File: config.mk
export PLATFORM = sky130hd
export DESIGN_NAME = ether_cmd_rx
export DESIGN_NICKNAME = d
export VERILOG_FILES = /design/src/rtl/ether_cmd_rx.sv
export SDC_FILE = /design/constraint.sdc
export NUM_CORES = 1
export LEC_CHECK = 0
export ABC_AREA = 1
export CAP_MARGIN = 40
export CORE_UTILIZATION = 57
export CTS_CLUSTER_DIAMETER = 30
export CTS_CLUSTER_SIZE = 16
export DETAILED_ROUTE_END_ITERATION = 8
export GPL_ROUTABILITY_DRIVEN = 0
export GPL_TIMING_DRIVEN = 0
export PLACE_DENSITY = 0.85
export SYNTH_ARGS = -nofsm -noshare
export SYNTH_HDL_FRONTEND = slang
export SYNTH_SLANG_ARGS = --single-unit
File: constraint.sdc
create_clock -name clk_in -period 1.9 [get_ports clk_in]
set_input_delay 0.285 -clock clk_in [delete_from_list [all_inputs] [get_ports clk_in]]
set_output_delay 0.285 -clock clk_in [all_outputs]
set_load 0.02 [all_outputs]
File: src/rtl/ether_cmd_rx.sv
// Serial PHY-enable command frame receiver (58-bit frames, MSB-first).
// Optional frame timeout enabled by defining ETHER_CMD_RX_TIMEOUT_EN.
module ether_cmd_rx #(
`ifdef ETHER_CMD_RX_TIMEOUT_EN
    parameter int          TIMEOUT_CYC = 2048,
`endif
    parameter logic [16:0] HDR_PATTERN = 17'b00011000000000000,
    parameter logic [4:0]  TRL_PATTERN = 5'b11000
) (
    input  logic        clk_in,
    input  logic        reset_in,
    input  logic        ser_clk_in,
    input  logic        ser_data_in,
    output logic [15:0] word_a_out,
    output logic [15:0] word_b_out,
    output logic        frame_valid_out,
    output logic        frame_err_out,
    output logic        busy_out,
    output logic [7:0]  frame_count_out
);

    typedef enum logic [1:0] {
        S_IDLE,
        S_SHIFT,
        S_CHECK
    } state_t;

    state_t      r_state;
    logic        r_clk_s1, r_clk_s2, r_clk_s3;
    logic        r_dat_s1, r_dat_s2;
    logic [57:0] r_sr;
    logic [5:0]  r_bits;
    logic [15:0] r_word_a, r_word_b;
    logic        r_valid, r_err, r_busy;
    logic [7:0]  r_count;

    logic w_sample;
    logic w_bit;
    logic w_good;

`ifdef ETHER_CMD_RX_TIMEOUT_EN
    localparam int TO_W = $clog2(TIMEOUT_CYC);
    logic [TO_W-1:0] r_to_cnt;
    logic [TO_W-1:0] w_to_next;
    logic            w_to_hit;

    assign w_to_next = r_to_cnt + 1'b1;
    assign w_to_hit  = (w_to_next == TO_W'(TIMEOUT_CYC - 1));
`endif

    // Line idles high, so synchronizers come out of reset at 1.
    always_ff @(posedge clk_in) begin
        if (!reset_in) begin
            r_clk_s1 <= 1'b1;
            r_clk_s2 <= 1'b1;
            r_clk_s3 <= 1'b1;
            r_dat_s1 <= 1'b1;
            r_dat_s2 <= 1'b1;
        end else begin
            r_clk_s1 <= ser_clk_in;
            r_clk_s2 <= r_clk_s1;
            r_clk_s3 <= r_clk_s2;
            r_dat_s1 <= ser_data_in;
            r_dat_s2 <= r_dat_s1;
        end
    end

    assign w_sample = r_clk_s2 & ~r_clk_s3;
    assign w_bit    = r_dat_s2;

    assign w_good = (r_sr[57:41] == HDR_PATTERN) &&
                    (r_sr[40:39] == 2'b11) &&
                    (r_sr[22:21] == 2'b11) &&
                    (r_sr[4:0]   == TRL_PATTERN);

    always_ff @(posedge clk_in) begin
        if (!reset_in) begin
            r_state  <= S_IDLE;
            r_sr     <= '0;
            r_bits   <= '0;
            r_word_a <= '0;
            r_word_b <= '0;
            r_valid  <= 1'b0;
            r_err    <= 1'b0;
            r_busy   <= 1'b0;
            r_count  <= '0;
`ifdef ETHER_CMD_RX_TIMEOUT_EN
            r_to_cnt <= '0;
`endif
        end else begin
            r_valid <= 1'b0;
            r_err   <= 1'b0;
            unique case (r_state)
                S_IDLE: begin
                    if (w_sample && !w_bit) begin
                        r_sr    <= {57'b0, w_bit};
                        r_bits  <= 6'd1;
                        r_busy  <= 1'b1;
                        r_state <= S_SHIFT;
`ifdef ETHER_CMD_RX_TIMEOUT_EN
                        r_to_cnt <= '0;
`endif
                    end
                end
                S_SHIFT: begin
                    if (w_sample) begin
                        r_sr   <= {r_sr[56:0], w_bit};
                        r_bits <= r_bits + 6'd1;
                        if (r_bits == 6'd57) begin
                            r_state <= S_CHECK;
                        end
`ifdef ETHER_CMD_RX_TIMEOUT_EN
                        r_to_cnt <= '0;
                    end else if (w_to_hit) begin
                        r_err    <= 1'b1;
                        r_busy   <= 1'b0;
                        r_sr     <= '0;
                        r_bits   <= '0;
                        r_to_cnt <= '0;
                        r_state  <= S_IDLE;
                    end else begin
                        r_to_cnt <= w_to_next;
`endif
                    end
                end
                S_CHECK: begin
                    r_state <= S_IDLE;
                    r_busy  <= 1'b0;
                    r_bits  <= '0;
                    if (w_good) begin
                        r_word_a <= r_sr[38:23];
                        r_word_b <= r_sr[20:5];
                        r_count  <= r_count + 8'd1;
                        r_valid  <= 1'b1;
                    end else begin
                        r_err <= 1'b1;
                    end
                end
                default: r_state <= S_IDLE;
            endcase
        end
    end

    assign word_a_out      = r_word_a;
    assign word_b_out      = r_word_b;
    assign frame_valid_out = r_valid;
    assign frame_err_out   = r_err;
    assign busy_out        = r_busy;
    assign frame_count_out = r_count;

endmodule

Word level (Yosys, flattened, before mapping)
Index checks and enable logic that the tools add are counted.
Storage, ports and cells
  register bits: 114
  input bits: 4
Cells by class
  $add $sub $neg: 2
  bitwise gates (word level): 2
  reductions and logical operators: 15
  multiplexer cells: 14
  eq/ne operators: 10
Operators with widths (count)
  2-to-1 mux 58 bit: 2
  case mux 58 bit (2 select lines): 1
  case mux 6 bit (3 select lines): 1
  == test 17 x 14 -> 1 bit (second input constant): 1
  2-to-1 mux 6 bit: 2
  AND reduction 3 bit: 3
  adder 8 x 1 -> 8 bit (second input constant): 1
  adder 6 x 1 -> 6 bit (second input constant): 1
  == test 2 bit (second input constant): 3
  == test 6 bit (second input constant): 1
  2-to-1 mux 2 bit: 3
  != test 2 bit (second input constant): 3
  AND reduction 2 bit: 3
  == test 5 bit (second input constant): 1
  logical AND 1 bit: 4
  case mux 2 bit (2 select lines): 1
  nonzero test 2 bit: 2
  2-to-1 mux 1 bit: 3
  nonzero test 3 bit: 1
  == test 2 x 1 -> 1 bit (second input constant): 1
  logical NOT 2 bit: 1
  case mux 1 bit (2 select lines): 1
  bitwise AND 1 bit: 1
  logical NOT 1 bit: 1
  NOT 1 bit: 1

Longest topological paths before layout
Gate-level depths: netlist of the first run.
  word-level depth: 5
  mapped depth: 11
  depth with buffers taken out: 9

Least setup slack after synthesis of the first run
OpenSTA, ideal clock, no wires.
  kind: register -> register
  start: register r_state[1]
  end: register r_sr[41]
  buffers on the path: 3
  arrival: 1.460 ns
  path slack: 0.369 ns
  cell stages (with the launch flop): 11
  cell sequence: dfxtp_1 inv_1 ha_1 buf_2 nor2_1 nor2_4 inv_2 buf_4 buf_6 nand2_1 a21oi_1
On the way
  longest elaborated chain between the ends: 3
Ends and longest elaborated chain
  start, declared: RTL line 28  | state_t r_state;
  start signal, assigned: RTL line 78  | r_state <= S_IDLE;
  start signal, assigned: RTL line 99  | r_state <= S_SHIFT;
  start signal, assigned: RTL line 110  | r_state <= S_CHECK;
  == test 2 x 1 -> 1 bit or logical NOT 2 bit (tied branches): RTL line 93  | unique case (r_state)
  != test 2 bit (no source line) or nonzero test 2 bit (tied branches)
  AND reduction 3 bit (no source line)
  end signal, assigned: RTL line 96  | r_sr <= {57'b0, w_bit};
  end signal, assigned: RTL line 107  | r_sr <= {r_sr[56:0], w_bit};
  end, declared: RTL line 31  | logic [57:0] r_sr;
Several ways; a longest one is shown, not always the timed one.
A chain may end at the register's enable or synchronous reset.

Worst setup path after layout of the first run
  start: register r_count[2] (netlist: frame_count_out[2])
  end: output port frame_count_out[2]
RTL lines
  start, declared: RTL line 35  | logic [7:0] r_count;
  start signal, assigned: RTL line 133  | r_count <= r_count + 8'd1;
  end, declared: RTL line 19  | output logic [7:0] frame_count_out
No word-level cell between the ends.

==> metrics.yaml, run 1 <==
run_status:
  status: "finished, final reports clean"
yosys:
  ys_types: 26
  async_flop_share: 0
  ys.flop_type: "dfxtp_1"
  post-synth-top-area-cell: "dfxtp_1"
  yosys_warnings: 0
  yosysMostFrequentCell: "nand2_1"
  synthTopCellsByArea: "dfxtp_1 46%, nand3_1 11%, a21oi_1 11%, nand2_1 10%, nor2_1 5.7%"
  yosys-top-cells-count: "131 x nand2_1, 114 x dfxtp_1, 106 x nand3_1"
  ys_ff_latch: 114
  synth_edf_count: 0
  yosysTopAreaCellShare: 0.465
  syn_nets: 691
  syn_area_sq_um: 4910
  syn_avg_cell_area_sq_um: 7.22
  syn-instance-count: 680
  ys_seq_area_frac: 0.465
setup_path:
  critPathArrivalTime_ps: 1550
  cp-start-kind: "register"
  crit_slowest_cell: "clkdlybuf4s50_1"
  critical_path_buf_inv_count: 1
  path_class: "register to output pin"
  path_cells: "clkdlybuf4s50_1"
  required_ps: 1620
  slowest_delay_ps: 630
  crit_family: "buffers and inverters"
  crit_path_end_kind: "output pin"
  worst-path-max-fanout: 4
finish:
  drive_gt1_frac: 0.102
  fill_cells: 621
  antennaDiodeCount: 0
  multiInputGateArea_sq_um: 2080
  ff_latch_area_sq_um: 2280
  syn_to_final_growth_pct: 24.4
  nNetsFinal: 755
sta:
  finalSetupViolCount: 0
  finalHoldViolations: 0
  fin_tns_setup_ps: 0
  rsz0062_at_grt: "no"
  relSlewSlack: 0.639
  drv_slew: 0
  min_period_over_period: 0.964
  period_minus_slack_ps: 1830
  tightest_slew_ps: 541
  finalWorstSetupSlack_ps: 68.8
  fin_worst_skew_ps: 5.20
  clock.fmax_ghz: 0.546
floorplanning:
  rows: 33
  initial_utilization: 0.595
  die_w_microns: 94.8
  die_y_microns: 94.8
  coreArea_sq_um: 8260
  die-area_sq_um: 8990
  ios: 47
worst_hold_path:
  hold_path_class: "input port to register"
routing:
  drt-total-wl_microns: 11600
  wire_per_inst_microns: 13.5
  drt-vias-per-instance: 5.38
  dr.pass1.iters: 5
  drt_iter0_drc: 283
  drc: 0
  ant_nets: 0
  vias: 4640
power:
  clkPwrFrac: 0.472
  total_power_mw: 6.76
  vdd.ir_drop.worst_mv: 0.765
  seqPwrFrac: 0.366
  powerDensity_nw_per_um2: 1110
  p_int_mw: 4.81
  switching_share: 0.287
  p_switching_mw: 1.94
  combPwrFrac: 0.162
  leakage_nw: 2.28
global_route:
  met1_usage: 0.326
  grt_pass1_wl_microns: 19400
  antenna_found_initial: 0
  grtUsageMet2: 0.484
  grt.busiest_layer: "met2"
  grt_pass1_vias: 4337
  met3_usage: 0.0709
  grt_max_degree: 17
  grtUsageTotal: 0.278
  grt_remaining_overflow: 0
placed_design:
  pre_cts_ws_ps: 67.7
  io_buffers: 45
  hpwl_microns: 7510
clocking:
  clk_pin_slew_ps: 60
  cts_buffers: 17
  cts_tree: "built"
  htreeDepth: 4
  clk_latency_ps: 510
  clock_sinks: 114
  cts.path.max_buffers: 2
  root_buffer: "clkbuf_8"
flow_run:
  drv_cap: 0
## state kept, by name, indices dropped and copies added (netlist names)
name	cells
r_sr	58
word_a_out	16
word_b_out	16
frame_count_out	8
r_bits	6
r_state	2
busy_out	1
frame_err_out	1
frame_valid_out	1
r_clk_s1	1
r_clk_s2	1
r_clk_s3	1
r_dat_s1	1
r_dat_s2	1
## final timing paths
check	startpoint	to	slack, ps	cells after the start
worst max-delay path	frame_count_out[2]$_SDFFE_PN0P_	frame_count_out[2]	70	1
worst max register to register	r_state[0]$_SDFFE_PN0P_	frame_count_out[7]$_SDFFE_PN0P_	120	10
worst min-delay path	ser_clk_in	r_clk_s1$_SDFF_PN1_	370	2
worst min register to register	r_clk_s1$_SDFF_PN1_	r_clk_s2$_SDFF_PN1_	410	1
## cells in the final DEF (no fill, tap or decap), drive strengths merged
cell type / count
inv: 69
nand2: 133
bufinv: 3
nand3: 107
nor3: 2
a21oi: 104
clkbuf: 35
nor4: 1
clkdlybuf4s50: 44
or2: 5
clkinv: 5
nor2: 76
ha: 7
dlymetal6s2s: 1
dfxtp: 114
buf: 33
a31oi: 1
o21ai: 9
xor2: 1
a211oi: 1
a41oi: 1
clkinvlp: 5
## metrics by stage
| step | utilization | hold WS [ps] | cell area, sq um | cells |
|---|---|---|---|---|
| after floorplan | - | 392 | 4910 | 680 |
| after global placement | 0.665 | 399 | 5490 | 830 |
| after detailed placement | 0.665 | 399 | 5490 | 830 |
| after CTS | 0.738 | 351 | 6090 | 862 |
| after global routing | 0.739 | 370 | 6110 | 862 |
| final | 0.739 | 366 | 6110 | 862 |
## kinds of logic after synthesis
family,count (synthesis),synth area share
flops,114,0.465
simple gates,324,0.283
buf+inv,118,0.112
xor+xnor,1,0.00178
compound gates,116,0.121
fa+ha+maj,7,0.0178
## per-layer routing
metal,share of wire,up-vias
met5,0,-
met1,0.43,2156
met4,0.022,0
met3,0.050,27
met2,0.49,141
li1,-,2316
## timing repair
action	4_1_cts	5_1_grt
resized for setup	0	9
hold buffers	0	0
buffers inserted	0	0
endpoints found under the setup margin	0	42
## final cells by class
class | instances | area share
Clock inverter | 13 | 0.0262
Sequential cell | 114 | 0.374
Clock buffer | 19 | 0.0723
Inverter | 69 | 0.0424
Timing Repair Buffer | 45 | 0.0742
Multi-Input combinational cell | 448 | 0.341
Tap cell | 105 | 0.0215
Buffer | 49 | 0.0488
## power by group through the flow
stage / clock, mW / combinational, mW / sequential (mW)
detailed placement: 0 / 1.05 / 2.52
global placement: 0 / 1.02 / 2.52
floorplan: 0 / 0.789 / 2.52
global route: 3.32 / 1.21 / 2.48
CTS: 3.20 / 1.06 / 2.47
finish: 3.19 / 1.10 / 2.47
Note: power is estimated with default switching activity, not from simulation.
==> run 2, diff against run 1 <==
--- a/config.mk
+++ b/config.mk
@@ -7,13 +7,13 @@
 export LEC_CHECK = 0
 export ABC_AREA = 1
 export CAP_MARGIN = 40
-export CORE_UTILIZATION = 57
+export CORE_UTILIZATION = 49
 export CTS_CLUSTER_DIAMETER = 30
 export CTS_CLUSTER_SIZE = 16
 export DETAILED_ROUTE_END_ITERATION = 8
 export GPL_ROUTABILITY_DRIVEN = 0
 export GPL_TIMING_DRIVEN = 0
-export PLACE_DENSITY = 0.85
+export PLACE_DENSITY = 0.76
 export SYNTH_ARGS = -nofsm -noshare
 export SYNTH_HDL_FRONTEND = slang
 export SYNTH_SLANG_ARGS = --single-unit
==> run 2 against run 1 <==
  * Clock power grew 5%
  * Cell count grew 3.2%
  * Critical path depth grew 10
  * Utilization shrank 10 points
  * Critical endpoint is now r_sr[35]$_SDFFE_PN0P_
  * First-iteration DRC count shrank 6.7%
  * Global-route usage shrank 4.3 points
  * Die area grew 16%
  * Total power grew 2.6%
  * Critical path type is now register to register
  * Sequential cell count is the same
==> metrics.yaml, run 2 (same netlist as run 1, synthesis figures left out) <==
placed_design:
  placed_area_sq_um: 5530  # was 5490 sq um
  hpwl_microns: 7780  # was 7510 microns
  pre_cts_ws_ps: 109  # was 67.7 ps
  io_buffers: 45  # unchanged
  placedCellCount: 858  # was 830
clocking:
  cts_tree: "built"  # unchanged
  htreeDepth: 4  # unchanged
  cts_buffers: 17  # unchanged
  root_buffer: "clkbuf_8"  # unchanged
  clk_latency_ps: 520  # was 510 ps
  clk_pin_slew_ps: 60  # about the same
  clock_sinks: 114  # unchanged
  cts_setup_buffers: 0  # unchanged
  cts.path.max_buffers: 2  # unchanged
global_route:
  grt_pass1_vias: 4189  # was 4337
  grt_max_degree: 17  # unchanged
  grtUsageTotal: 0.236  # was 0.278
  grt_pass1_wl_microns: 19000  # was 19400 microns
  grt_remaining_overflow: 0  # unchanged
  antenna_found_initial: 0  # unchanged
floorplanning:
  die_y_microns: 102  # was 94.8 microns
  initial_utilization: 0.505  # was 0.595
  coreArea_sq_um: 9730  # was 8260 sq um
  ios: 47  # unchanged
  die_w_microns: 102  # was 94.8 microns
  die-area_sq_um: 10400  # was 8990 sq um
  rows: 36  # was 33
finish:
  finalNonFillerCells: 890  # was 862
  multiInputGateArea_sq_um: 2090  # was 2080 sq um
  largest_register_ffs: 58  # unchanged
  nNetsFinal: 755  # unchanged
  syn_to_final_growth_pct: 26.1  # was 24.4%
  finalInstanceArea_sq_um: 6190  # was 6110 sq um
  drive_gt1_frac: 0.104  # was 0.102
  top_register: "r_sr"  # unchanged
  layout_commonest_cell: "nand2_1"  # unchanged
  antennaDiodeCount: 0  # unchanged
  final_cell_mix: "131 x nand2_1, 114 x dfxtp_1, 106 x nand3_1"  # unchanged
  ff_latch_area_sq_um: 2280  # unchanged
  final_util: 0.636  # was 0.739
  fill_cells: 855  # was 621
sta:
  relSlewSlack: 0.644  # was 0.639
  min_period_over_period: 0.967  # was 0.964
  period_minus_slack_ps: 1840  # was 1830 ps
  fin_worst_skew_ps: 6.17  # was 5.20 ps
  finalWorstSetupSlack_ps: 62.0  # was 68.8 ps
  clock.fmax_ghz: 0.544  # was 0.546 GHz
  drv_slew: 0  # unchanged
  finalSetupViolCount: 0  # unchanged
  finalHoldViolations: 0  # unchanged
  tightest_slew_ps: 534  # was 541 ps
routing:
  drc: 0  # unchanged
  drt-total-wl_microns: 11300  # was 11600 microns
  ant_nets: 0  # unchanged
  wire_per_inst_microns: 12.7  # was 13.5 microns
  drt_iter0_drc: 264  # was 283
  vias: 4552  # was 4640
  drt-vias-per-instance: 5.11  # was 5.38
  dr.pass1.iters: 4  # was 5
setup_path:
  path_class: "register to register"  # was register to output pin
  worst-path-max-fanout: 10  # was 4
  required_ps: 2270  # was 1620 ps
  crit_slowest_cell: "dfxtp_1"  # was clkdlybuf4s50_1
  crit_family: "buffers and inverters"  # unchanged
  crit_path_end_kind: "register"  # was output pin
  cp-start-kind: "register"  # unchanged
  critPathArrivalTime_ps: 2210  # was 1550 ps
  slowest_delay_ps: 360  # was 630 ps
  path_cells: "inv_1, ha_1, buf_2, o21ai_2, nand2_2, nor2_4, inv_2, buf_4, buf_6, nand2_1, a21oi_2"  # was clkdlybuf4s50_1
  critical_path_buf_inv_count: 5  # was 1
power:
  vdd.ir_drop.worst_mv: 0.683  # was 0.765 mV
  powerDensity_nw_per_um2: 1120  # was 1110 nW/um^2
  leakage_nw: 2.37  # was 2.28 nW
  total_power_mw: 6.93  # was 6.76 mW
worst_hold_path:
  hold_path_class: "input port to register"  # unchanged
run_status:
  status: "finished, final reports clean"  # unchanged
flow_run:
  drv_cap: 0  # unchanged
## run 2: cell types whose count changed in the layout (fill, tap and decap cells not counted), moves of 2 or more
cell             previous run  this run
clkbuf_8                    3         1
inv_6                       0         6
clkinv_2                    3         0
clkinvlp_4                  5         2
a21oi_2                     0         3
buf_4                       6         4
dlymetal6s2s_1              1         5
clkdlybuf4s50_1            44        40
a21oi_1                   104       101
## run 2: what timing repair did
action,CTS,global route
endpoints found under the setup margin,0,23
resized for setup,0,15
hold buffers,0,0
endpoints found under the hold margin,0,0
## run 2: final timing paths
| path | start | end | slack (ps) | cells after the start |
|---|---|---|---|---|
| hold / removal | reset_in | r_state[1]$_SDFFE_PN0P_ | 320 | 4 |
| setup reg to reg | r_state[1]$_SDFFE_PN0P_ | r_sr[35]$_SDFFE_PN0P_ | 60 | 11 |
| setup / recovery | r_state[1]$_SDFFE_PN0P_ | r_sr[35]$_SDFFE_PN0P_ | 60 | 11 |
| hold reg to reg | r_dat_s1$_SDFF_PN1_ | r_dat_s2$_SDFF_PN1_ | 420 | 1 |
## run 2: worst reg2reg max path: cells and delay by family, from the launching register on
kind	cells	cell delay [ps]
simple gates	3	350
fa+ha+maj	1	190
compound gates	2	150
buf+inv	5	660
flops	1	360
## run 2: per-layer routing
layer	GRT usage	routed length [microns]
met2	0.395	5440
met3	0.0506	483
met4	0.105	250
met5	0	0
met1	0.291	5120
## run 2: layout make-up
type                       instances  area share
buffer                            49      0.0487
clock buffer                      17      0.0669
multi-input combinational        448       0.337
clock inverter                    15      0.0350
inverter                          69      0.0418
tap                              133      0.0269
timing repair buffer              45      0.0748
sequential                       114       0.369
## run 2: power by group
group | internal, mW | switching [mW] | leakage, nW
clock network | 2.17 | 1.20 | 0.303
logic | 0.325 | 0.768 | 1.15
registers | 2.43 | 0.0364 | 0.920
total | 4.92 | 2.00 | 2.37
## run 2: through the flow
step                hold slack, ps  TNS [ps]
floorplan                      392         0
global placement               400         0
detailed placement             410         0
CTS                            301         0
global route                   337     -23.1
finish                         322         0
